**src/rtl/int_vector_unit.sv**
```systemverilog
// Interrupt latch, mask/priority select, per-source vectors and return-PC stack.
// Define INT_NEST_EN to allow strictly-higher-priority preemption up to DEPTH levels.
module int_vector_unit #(
  parameter int              N_SRC      = 4,
  parameter int              PC_W       = 32,
  parameter int              DEPTH      = 4,
  parameter logic [31:0]     VEC_BASE   = 32'h10,
  parameter logic [31:0]     VEC_STRIDE = 32'h8,
  parameter logic [N_SRC-1:0] MASK_RST  = '1
) (
  input  logic             clk,
  input  logic             rst_n,
  input  logic [N_SRC-1:0] irq,
  input  logic             mask_we,
  input  logic [N_SRC-1:0] mask_wdata,
  input  logic [PC_W-1:0]  pc_in,
  input  logic             int_take,
  input  logic             int_ret,
  input  logic             err_clr,
  output logic             int_req,
  output logic [PC_W-1:0]  int_vector,
  output logic [PC_W-1:0]  restore_pc,
  output logic [3:0]       active_id,
  output logic             stack_empty,
  output logic             stack_full,
  output logic             err
);

`ifdef INT_NEST_EN
  localparam int ED = DEPTH;
`else
  localparam int ED = 1;
`endif
  localparam int CW = $clog2(DEPTH + 1);
  localparam int AW = (DEPTH > 1) ? $clog2(DEPTH) : 1;

  logic [N_SRC-1:0] pending;
  logic [N_SRC-1:0] irq_prev;
  logic [N_SRC-1:0] mask;
  logic [N_SRC-1:0] edges;
  logic [N_SRC-1:0] clr;
  logic [CW-1:0]    cnt;
  logic [3:0]       id_stk [DEPTH];
  logic [PC_W-1:0]  pc_stk [DEPTH];
  logic [3:0]       req_id;
  logic [3:0]       cand;
  logic [AW-1:0]    top;
  logic [AW-1:0]    wr;
  logic             hit;
  logic             elig;
  logic             take_ok;
  logic             pop;
  logic             push;
  logic             err_new;

  function automatic logic [PC_W-1:0] vec_of(input logic [3:0] id);
    return PC_W'(VEC_BASE) + PC_W'(id) * PC_W'(VEC_STRIDE);
  endfunction

  assign edges       = irq & ~irq_prev;
  assign top         = AW'(cnt - CW'(1));
  assign stack_empty = (cnt == '0);
  assign stack_full  = (cnt == CW'(ED));
  assign restore_pc  = stack_empty ? '0 : pc_stk[top];
  assign active_id   = stack_empty ? '0 : id_stk[top];

  // Scan downward so the lowest enabled index is the final winner
  always_comb begin
    hit  = 1'b0;
    cand = '0;
    for (int i = N_SRC - 1; i >= 0; i--) begin
      if (pending[i] && mask[i]) begin
        hit  = 1'b1;
        cand = 4'(i);
      end
    end
  end

`ifdef INT_NEST_EN
  assign elig = hit && !stack_full &&
                (stack_empty || (cand < active_id));
`else
  assign elig = hit && stack_empty;
`endif

  assign take_ok = int_take & int_req;
  assign pop     = int_ret & ~stack_empty;
  assign push    = take_ok & (~stack_full | pop);
  assign err_new = (int_take & ~int_req)
                 | (int_ret & stack_empty)
                 | (take_ok & ~push);
  assign clr     = push ? (N_SRC'(1) << req_id) : '0;
  // Simultaneous pop+push overwrites the current top in place
  assign wr      = pop ? top : AW'(cnt);

  always_ff @(posedge clk or negedge rst_n) begin
    if (!rst_n) begin
      pending    <= '0;
      irq_prev   <= '0;
      mask       <= MASK_RST;
      cnt        <= '0;
      int_req    <= 1'b0;
      int_vector <= '0;
      req_id     <= '0;
      err        <= 1'b0;
    end else begin
      pending  <= (pending & ~clr) | edges;
      irq_prev <= irq;
      if (mask_we)
        mask <= mask_wdata;
      if (push && !pop)
        cnt <= cnt + CW'(1);
      else if (pop && !push)
        cnt <= cnt - CW'(1);
      int_req    <= elig && !take_ok;
      int_vector <= (elig && !take_ok) ? vec_of(cand) : '0;
      req_id     <= cand;
      err        <= (err & ~err_clr) | err_new;
    end
  end

  always_ff @(posedge clk) begin
    if (push) begin
      id_stk[wr] <= req_id;
      pc_stk[wr] <= pc_in;
    end
  end

endmodule

```
**config.mk**
```make
export PLATFORM = sky130hd
export DESIGN_NAME = int_vector_unit
export DESIGN_NICKNAME = d
export VERILOG_FILES = /design/src/rtl/int_vector_unit.sv
export SDC_FILE = /design/constraint.sdc
export NUM_CORES = 1
export LEC_CHECK = 0
export CAP_MARGIN = 20
export CELL_PAD_IN_SITES_DETAIL_PLACEMENT = 0
export CELL_PAD_IN_SITES_GLOBAL_PLACEMENT = 1
export CORE_MARGIN = 5
export CORE_UTILIZATION = 48
export CTS_CLUSTER_DIAMETER = 120
export DETAILED_ROUTE_END_ITERATION = 10
export PLACE_DENSITY = 0.84
export RECOVER_POWER = 100
export SETUP_SLACK_MARGIN = 0.15
export SLEW_MARGIN = 20
export SYNTH_ARGS = -nofsm -noshare
export SYNTH_HDL_FRONTEND = slang
export SYNTH_SLANG_ARGS = --single-unit
```
**constraint.sdc**
```tcl
create_clock -name clk -period 10.7 [get_ports clk]
set_input_delay 2.14 -clock clk [delete_from_list [all_inputs] [get_ports clk]]
set_output_delay 2.14 -clock clk [all_outputs]
set_load 0.01 [all_outputs]
```
==> results of run 1 <==
[area by class of cell]
cell class,instances,area share
sequential,158,0.591
multi-input combinational,165,0.199
timing repair buffer,90,0.112
clock buffer,24,0.0588
tap,176,0.0281
clock inverter,8,0.00877
inverter,4,0.00191
[worst max-delay path by stage]
stage | slack (ns) | to
3_5_place_dp | 5.91 | restore_pc[29]
5_1_grt | 3.41 | restore_pc[30]
2_1_floorplan | 5.12 | id_stk[0][0]
4_1_cts | 5.45 | restore_pc[29]
3_3_place_gp | 5.94 | restore_pc[29]
6_report | 3.96 | restore_pc[29]
[state kept, by name, indices dropped and copies added, names as in the netlist]
signal      cells
err             1
id_stk          8
int_vector      3
req_id          2
cnt             3
int_req         1
mask            4
irq_prev        4
pending         4
pc_stk        128
[cells in the mapped netlist]
cell type	n	share of area
edfxtp_1	136	0.63
a211o_1	2	0.0027
clkbuf_1	7	0.0041
xor2_1	2	0.0027
a32oi_1	1	0.0014
o21ai_0	2	0.0015
mux2_2	4	0.0070
a2bb2oi_1	1	0.0014
mux2i_1	1	0.0015
nand4b_1	1	0.0014
nand4_1	1	0.00097
a22o_1	1	0.0014
a221o_1	1	0.0015
buf_12	3	0.0093
a2111oi_0	1	0.0014
mux4_2	34	0.12
a22oi_1	2	0.0023
buf_6	2	0.0035
dfstp_2	4	0.016
xnor2_1	1	0.0014
nor3_1	2	0.0015
nor4b_1	1	0.0014
nand2b_1	2	0.0019
a21oi_2	1	0.0014
and2_1	35	0.034
nand2_1	6	0.0035
inv_1	4	0.0023
o21a_1	2	0.0023
nor2_1	8	0.0046
conb_1	1	0.00058
a211oi_1	2	0.0023
nor2b_1	5	0.0048
and4_1	1	0.0014
dfrtp_1	18	0.070
a21oi_1	4	0.0031
buf_2	2	0.0015
ha_1	5	0.0097
nand2b_4	1	0.0021
buf_4	31	0.036
nor3b_1	2	0.0023
a21boi_0	2	0.0023
[cell families after synthesis]
group,Yosys count
AO/OA/AOI/OAI,22
XOR/XNOR,3
adder cells (fa/ha/maj),5
buffers and inverters,49
flip-flops,158
multiplexers,39
other,1
AND/OR/NAND/NOR,65
[report_power, final]
part           leakage [nW]  switching [mW]  internal, mW  total (mW)
Sequential             1.48          0.0223         0.732       0.755
Clock                 0.255           0.215         0.323       0.538
Combinational         0.983           0.362         0.432       0.794
[critical path: cells and delay by family, from the launching register on]
family                 cells  cell delay [ns]
multiplexers               1             0.76
AND/OR/NAND/NOR            1             0.18
buffers and inverters      2             2.89
flip-flops                 1             0.35
[per-layer routing]
metal / GRT usage / routed length [um]
met5: 0 / 7
met4: 0.0568 / 197
met3: 0.0432 / 749
met2: 0.241 / 5610
met1: 0.190 / 4750
==> impl_metrics.yaml, run 1 <==
critical_path:
  worstPathRequired_ns: 8.56
  critPathMaxStageDelay_ns: 2.29
  crit_arrival_ns: 4.60
  crit_path_start: "cnt[0]"
  crit_type: "flip-flop to output port"
  r2r-start: "cnt[0]"
  path_max_fanout: 42
  reg2reg_depth: 7
  crit_chain: "clkbuf_1, mux4_2, and2_1, dlygate4sd3_1"
  cp-start-kind: "flip-flop"
  end_kind: "output port"
  worstReg2RegEnd: "pc_stk[0][16]"
  reg2reg_setup_slack_ns: 4.80
  cp_slowest_cell: "clkbuf_1"
route:
  drc_errors: 0
  routed_wl_um: 11300
  ant_nets: 0
  vias: 3199
  first_iter_violations: 183
  wire_per_inst_um: 18.1
  routed_via_density: 5.12
  first_pass_iters: 4
place:
  place_ws_ns: 5.91
  dp.cells: 592
  hpwl_um: 6940
  place_area_mm2: 0.00736
  place.gp.congestion: 0.721
  numPortBuffers: 86
cells_and_area:
  instances_no_fill: 625
  fill_cells: 1002
  fin_area_mm2: 0.00785
  diodes: 0
  multi_input_area_mm2: 0.00157
  most-common-layout-cells: "edfxtp_1, dlygate4sd3_1, and2_1"
  fin_nets: 487
  fin_util: 0.593
  seq_area_mm2: 0.00464
  final_common_cell: "edfxtp_1"
  area_delta_synth_final_pct: 21.3
  drive_gt1_frac: 0.151
sta:
  final_hold_viol_count: 0
  setup_ws_ns: 3.96
  whs_ns: 0.478
  skew_ns: 0.00621
  fmax_mhz: 148
  finalSetupTns_ns: 0
  rsz0062_at_grt: "no"
  setup_viol: 0
  worst-slew-pin-transition_ns: 3.24
  slew_headroom: -1.16
  period_share: 0.630
  layout_min_cycle_time_ns: 6.74
  slew_viol_final: 169
clock_network:
  cts_resized: 0
  cts_tree: "built"
  cts_buffers: 17
  cts-hold-fix-buffers: 0
  htreeDepth: 4
  clk_root_buffer_cell: "clkbuf_16"
  cts_sinks: 158
  cts.path.max_buffers: 2
  cts_setup_buffers: 0
  clock_latency_ns: 0.41
  clk_pin_slew_worst_paths_ns: 0.06
yosys:
  synth.avg_cell_area_um2: 18.9
  ys_seq_area_frac: 0.717
  ys_seq_elements: 158
  synth_top_family_by_area: "multiplexers"
  syn_inst: 342
  synthXorXnorAreaFrac: 0.00406
  muxShareOfSynthArea: 0.127
  synth_fa_ha_area_frac: 0.00967
  yosys.area_share.simple: 0.0598
  synth_compound_area_frac: 0.0250
  synth.distinct_cells: 41
  syn_area_mm2: 0.00647
  yosys_warnings: 0
global_route:
  grt_pass1_vias: 3349
  grt_usage: 0.148
  antenna_found_initial: 1
  grt_max_degree: 44
  grt_pass1_wl_um: 18000
  grt_overflow: 0
flow_run:
  drv_cap: 5
floorplanning:
  initial_core_util: 0.488
  dieArea_mm2: 0.0159
  coreArea_mm2: 0.0132
  die_h_um: 126
  rows: 42
  die_width_um: 126
  num_io_pins: 118
power_and_ir_drop:
  power_density_mw_per_mm2: 266
  power_mw: 2.09
  power.static_leakage_nw: 2.71
  peakVddDrop_v: 0.000153
hold_path:
  hold_class: "flip-flop to flip-flop"
  hp-start: "cnt[2]"
  holdPathEnd: "cnt[2]"
  hold_depth: 1
run_status:
  status: "finished, violations left"
  violations: "max-capacitance violations, max-slew violations"
(Power assumes the default switching activity.)
==> inputs of run 2 (changes only) <==
- CORE_UTILIZATION: 48 -> 40
- PLACE_DENSITY: 0.84 -> 0.75
- clock period: 10.7 -> 6.2 ns (I/O delays scaled with it)
==> run 2 against run 1 <==
The run still ends with max-capacitance violations, max-slew violations left. Sequential cell count unchanged. Global-route usage down 1.8 points. Critical path depth up 1. Critical endpoint is now restore_pc[21]. Critical path type unchanged. Non-clock buffer count down 2. Design area up 0.41%. Die area up 18%. Total power up 70%. Count of clock-buffer cells in the layout down 4. Clock power up 67%. Largest cell class unchanged.
==> impl_metrics.yaml, run 2 (synthesis results as in run 1) <==
cells_and_area:
  final_common_cell: "edfxtp_1"
  reg_top3: "pc_stk x128, id_stk x8"
  diodes: 0
  fin_nets: 485
  area_delta_synth_final_pct: 21.8
  most-common-layout-cells: "edfxtp_1, dlygate4sd3_1, and2_1"
  largest_reg_flops: 128
  largest-register: "pc_stk"
  fin_util: 0.496
  drive_gt1_frac: 0.157
route:
  met1Wirelength_um: 4930
  routed_via_density: 4.73
  routed_wl_um: 11400
  wire_per_inst_um: 17.2
  top_layer_used: "met5"
  met3_length_um: 783
  vias: 3126
  drc_errors: 0
  met2_length_um: 5500
  first_iter_violations: 176
  ant_nets: 0
  first_pass_iters: 4
clock_network:
  cts_resized: 0
  clk_pin_slew_worst_paths_ns: 0.06
  clock_latency_ns: 0.41
  cts_setup_buffers: 0
  clk_root_buffer_cell: "clkbuf_16"
  cts.path.max_buffers: 2
  cts_tree: "built"
  cts-hold-fix-buffers: 0
  cts_buffers: 17
  htreeDepth: 4
  cts_sinks: 158
global_route:
  grt_pass1_vias: 3299
  grt_pass1_wl_um: 18000
  grt_overflow: 0
  antenna_found_initial: 2
  grt_usage: 0.130
  grt_max_degree: 44
power_and_ir_drop:
  p_clk_frac: 0.252
  sw_frac_of_total: 0.289
  power.internal_mw: 2.53
  pwr-share-comb: 0.361
  power.static_leakage_nw: 2.72
  power_frac_seq: 0.387
  power_density_mw_per_mm2: 451
  peakVddDrop_v: 0.000192
  switchingPower_mw: 1.03
  power_mw: 3.56
place:
  place_ws_ns: 1.52
  numPortBuffers: 86
  hpwl_um: 7180
  place.gp.congestion: 0.738
floorplanning:
  rows: 46
  die_width_um: 137
  dieArea_mm2: 0.0188
  num_io_pins: 118
  coreArea_mm2: 0.0159
  initial_core_util: 0.407
  die_h_um: 137
sta:
  fmax_mhz: 194
  slew_headroom: -0.204
  slew_viol_final: 111
  setup_viol: 0
  setup_ws_ns: 1.06
  whs_ns: 0.481
  final_hold_viol_count: 0
  layout_min_cycle_time_ns: 5.14
  rsz0062_at_grt: "no"
  finalSetupTns_ns: 0
  period_share: 0.830
  worst-slew-pin-transition_ns: 1.81
  skew_ns: 0.00588
critical_path:
  worstPathRequired_ns: 4.96
  reg2reg_depth: 6
  worstReg2RegEnd: "id_stk[0][1]"
  crit_path_end: "restore_pc[21]"
  cp-start-kind: "flip-flop"
  r2r-start: "cnt[0]"
  crit_path_start: "cnt[0]"
  crit_type: "flip-flop to output port"
  reg2reg_setup_slack_ns: 1.30
  end_kind: "output port"
  crit_arrival_ns: 3.90
  path_max_fanout: 43
flow_run:
  drv_cap: 4
hold_path:
  hold_class: "flip-flop to flip-flop"
run_status:
  status: "finished, violations left"
  violations: "max-capacitance violations, max-slew violations"
run 2: cell count changes in the layout (fill, tap and decap cells not counted), sizes merged:
| cell | previous run | this run |
|---|---|---|
| clkbuf | 28 | 23 |
| clkinv | 5 | 8 |
| dlygate4sd3 | 79 | 77 |
| clkdlybuf4s50 | 7 | 8 |
| clkinvlp | 2 | 1 |
run 2: cell type report:
class | count | area [um2]
Clock inverter | 10 | 75.1
Fill cell | 1358 | 8010
Sequential cell | 158 | 4640
Timing Repair Buffer | 88 | 863
Inverter | 4 | 15.0
Multi-Input combinational cell | 165 | 1580
Clock buffer | 20 | 437
Tap cell | 216 | 270
run 2: worst max-delay path, stage by stage, from the launching register on:
cell and delay, ns:
dfrtp_4 0.96, inv_1 0.23, ha_2 1.05, mux4_2 0.45
and2_1 0.17, dlygate4sd3_1 0.62
run 2: per-layer routing:
layer,GRT usage,up-vias
li1,-,1445
met3,0.0419,14
met2,0.205,116
met1,0.168,1547
met5,0,-
met4,0.0516,4
run 2: worst min path at each step:
stage	startpoint	endpoint	slack, ns	depth (start not counted)
floorplan	cnt[2]	cnt[2]	0.46	1
global placement	cnt[2]	cnt[2]	0.48	1
detailed placement	cnt[2]	cnt[2]	0.47	1
CTS	cnt[2]	cnt[2]	0.49	1
global route	cnt[2]	cnt[2]	0.52	1
finish	cnt[2]	cnt[2]	0.48	1
run 2: stage by stage:
stage | std cells | instance area, um2
after global placement | 631 | 7410
after detailed placement | 631 | 7410
after CTS | 661 | 7920
after floorplan | 372 | 6580
after global routing | 661 | 7880
final | 661 | 7880
run 2: power by group through the flow:
stage          clock network, mW  logic [mW]  registers [mW]
6_report                   0.898        1.28            1.38
5_1_grt                    0.973        1.39            1.40
4_1_cts                    0.925        1.42            1.38
3_5_place_dp                   0        1.42            1.40
3_3_place_gp                   0        1.41            1.40
2_1_floorplan                  0       0.914            1.32
==> inputs of run 3 (changes only) <==
- CORE_UTILIZATION: 40 -> 44
- PLACE_DENSITY: 0.75 -> 0.78
- clock period: 6.2 -> 4.95 ns (I/O delays scaled with it)
==> run 3 against run 2 <==
The flow still finishes with violations (max-capacitance violations, max-slew violations). Die area fell by 8.4%. Core utilization grew 5.2 points. Non-clock buffer count increased by 1. Largest cell class unchanged. Setup slack lost 0.30 ns. Worst hold slack got worse by 0.0083 ns. Design area grew 0.75%. Critical path depth is the same. Global-route usage grew 0.69 points.
==> impl_metrics.yaml, run 3 (synthesis results as in run 1) <==
critical_path:
  cp_top_family: "adder cells"
  end_kind: "output port"
  path_depth: 5
  crit_chain: "inv_1, ha_2, mux4_2, and2_1, dlygate4sd3_1"
  crit_arrival_ns: 3.20
  reg2reg_depth: 6
  crit_path_start: "cnt[1]"
  path_buf_inv: 2
  path_max_fanout: 39
  crit_type: "flip-flop to output port"
  critPathMaxStageDelay_ns: 1.00
  cp_slowest_cell: "ha_2"
  r2r-start: "cnt[1]"
  worstPathRequired_ns: 3.96
  cp-start-kind: "flip-flop"
route:
  routed_wl_um: 11200
  ant_nets: 0
  wire_per_inst_um: 17.7
  routed_via_density: 5.00
  first_pass_iters: 4
  vias: 3154
  first_iter_violations: 133
  drc_errors: 0
cells_and_area:
  fin_area_mm2: 0.00794
  final_common_cell: "edfxtp_1"
  instances_no_fill: 631
  most-common-layout-cells: "edfxtp_1, dlygate4sd3_1, and2_1"
  largest-register: "pc_stk"
  fill_cells: 1154
  fin_nets: 486
  diodes: 0
  largest_reg_flops: 128
  area_delta_synth_final_pct: 22.8
  drive_gt1_frac: 0.170
  reg_top3: "pc_stk x128, id_stk x8"
power_and_ir_drop:
  power_frac_seq: 0.352
  power_density_mw_per_mm2: 584
  p_clk_frac: 0.283
  power.internal_mw: 3.33
  switchingPower_mw: 1.31
  power.static_leakage_nw: 2.76
  peakVddDrop_v: 0.000326
  sw_frac_of_total: 0.282
  pwr-share-comb: 0.366
floorplanning:
  die_h_um: 131
  initial_core_util: 0.447
  dieArea_mm2: 0.0172
  rows: 44
  die_width_um: 131
  num_io_pins: 118
  coreArea_mm2: 0.0145
hold_path:
  hold_class: "flip-flop to flip-flop"
  hp-start: "cnt[2]"
  hold_depth: 1
sta:
  slew_viol_final: 70
  setup_viol: 0
  period_share: 0.847
  layout_min_cycle_time_ns: 4.19
  setup_ws_ns: 0.758
  fmax_mhz: 239
  skew_ns: 0.00536
  finalSetupTns_ns: 0
  rsz0062_at_grt: "no"
  worst-slew-pin-transition_ns: 1.78
  final_hold_viol_count: 0
  slew_headroom: -0.184
clock_network:
  htreeDepth: 4
  clk_root_buffer_cell: "clkbuf_16"
  cts.path.max_buffers: 2
  cts_buffers: 17
  cts-hold-fix-buffers: 0
  cts_resized: 0
  cts_setup_buffers: 0
  clock_latency_ns: 0.41
  clk_pin_slew_worst_paths_ns: 0.06
  cts_tree: "built"
  cts_sinks: 158
global_route:
  grt_max_degree: 44
  grt_usage: 0.137
  grt_overflow: 0
  antenna_found_initial: 0
  grt_pass1_wl_um: 18300
  grt_pass1_vias: 3457
place:
  hpwl_um: 6890
  dp.cells: 600
  numPortBuffers: 86
  place.gp.congestion: 0.708
  place_area_mm2: 0.00737
  place_ws_ns: 1.25
flow_run:
  drv_cap: 2
run_status:
  violations: "max-capacitance violations, max-slew violations"
  status: "finished, violations left"
[run 3: cell types whose count changed in the layout (fill, tap and decap cells not counted), sizes merged]
cell,before,now
clkinv,8,7
clkdlybuf4s50,8,7
clkbuf,23,21
bufinv,1,4
dlygate4sd3,77,78
clkinvlp,1,2
buf,0,1
[run 3: power groups by stage]
stage	clock network [mW]	registers, mW	logic, mW
after global routing	1.41	1.64	1.86
after floorplan	0	1.65	1.15
after CTS	1.34	1.63	1.88
final	1.31	1.63	1.70
after global placement	0	1.65	1.86
after detailed placement	0	1.66	1.88
[run 3: final timing paths]
| kind | end | slack (ns) |
|---|---|---|
| worst max-delay path | restore_pc[27] | 0.76 |
| worst min-delay path | cnt[2] | 0.47 |
| worst max register to register | pc_stk[3][7] | 0.94 |
| worst min register to register | cnt[2] | 0.47 |
| max in group asynchronous | cnt[0] | 3.40 |
| min in group asynchronous | irq_prev[3] | 0.79 |
[run 3: layout make-up]
class                   count  area (um2)  area share
well taps                 184         230      0.0290
clock buffers              18         429      0.0541
repair buffers             89         871       0.110
multi-input cells         165        1580       0.199
flip-flops and latches    158        4640       0.585
clock inverters            13         173      0.0217
inverters                   4        15.0     0.00189
[run 3: worst reg2reg max path, stage by stage, from the launching register on]
cell      delay, ns
dfrtp_1        0.43
inv_1          0.14
ha_2           0.20
nand2b_1       0.92
inv_1          0.23
nor4b_1        0.30
o21a_1         1.38
[run 3: stage by stage]
step                power (mW)  hold WS, ns   util
floorplan                 2.80        0.455      -
global placement          3.51        0.475  0.509
detailed placement        3.53        0.475  0.509
CTS                       4.86        0.487  0.551
global route              4.91        0.497  0.548
finish                    4.64        0.473  0.548
[run 3: layer usage]
metal	global-route usage	share of wire	vias to the layer above	wire length, um
li1	-	-	1448	-
met1	0.171	0.43	1592	4830
met2	0.224	0.50	100	5580
met3	0.0409	0.051	14	573
met4	0.0554	0.016	0	174
met5	0	0	-	0
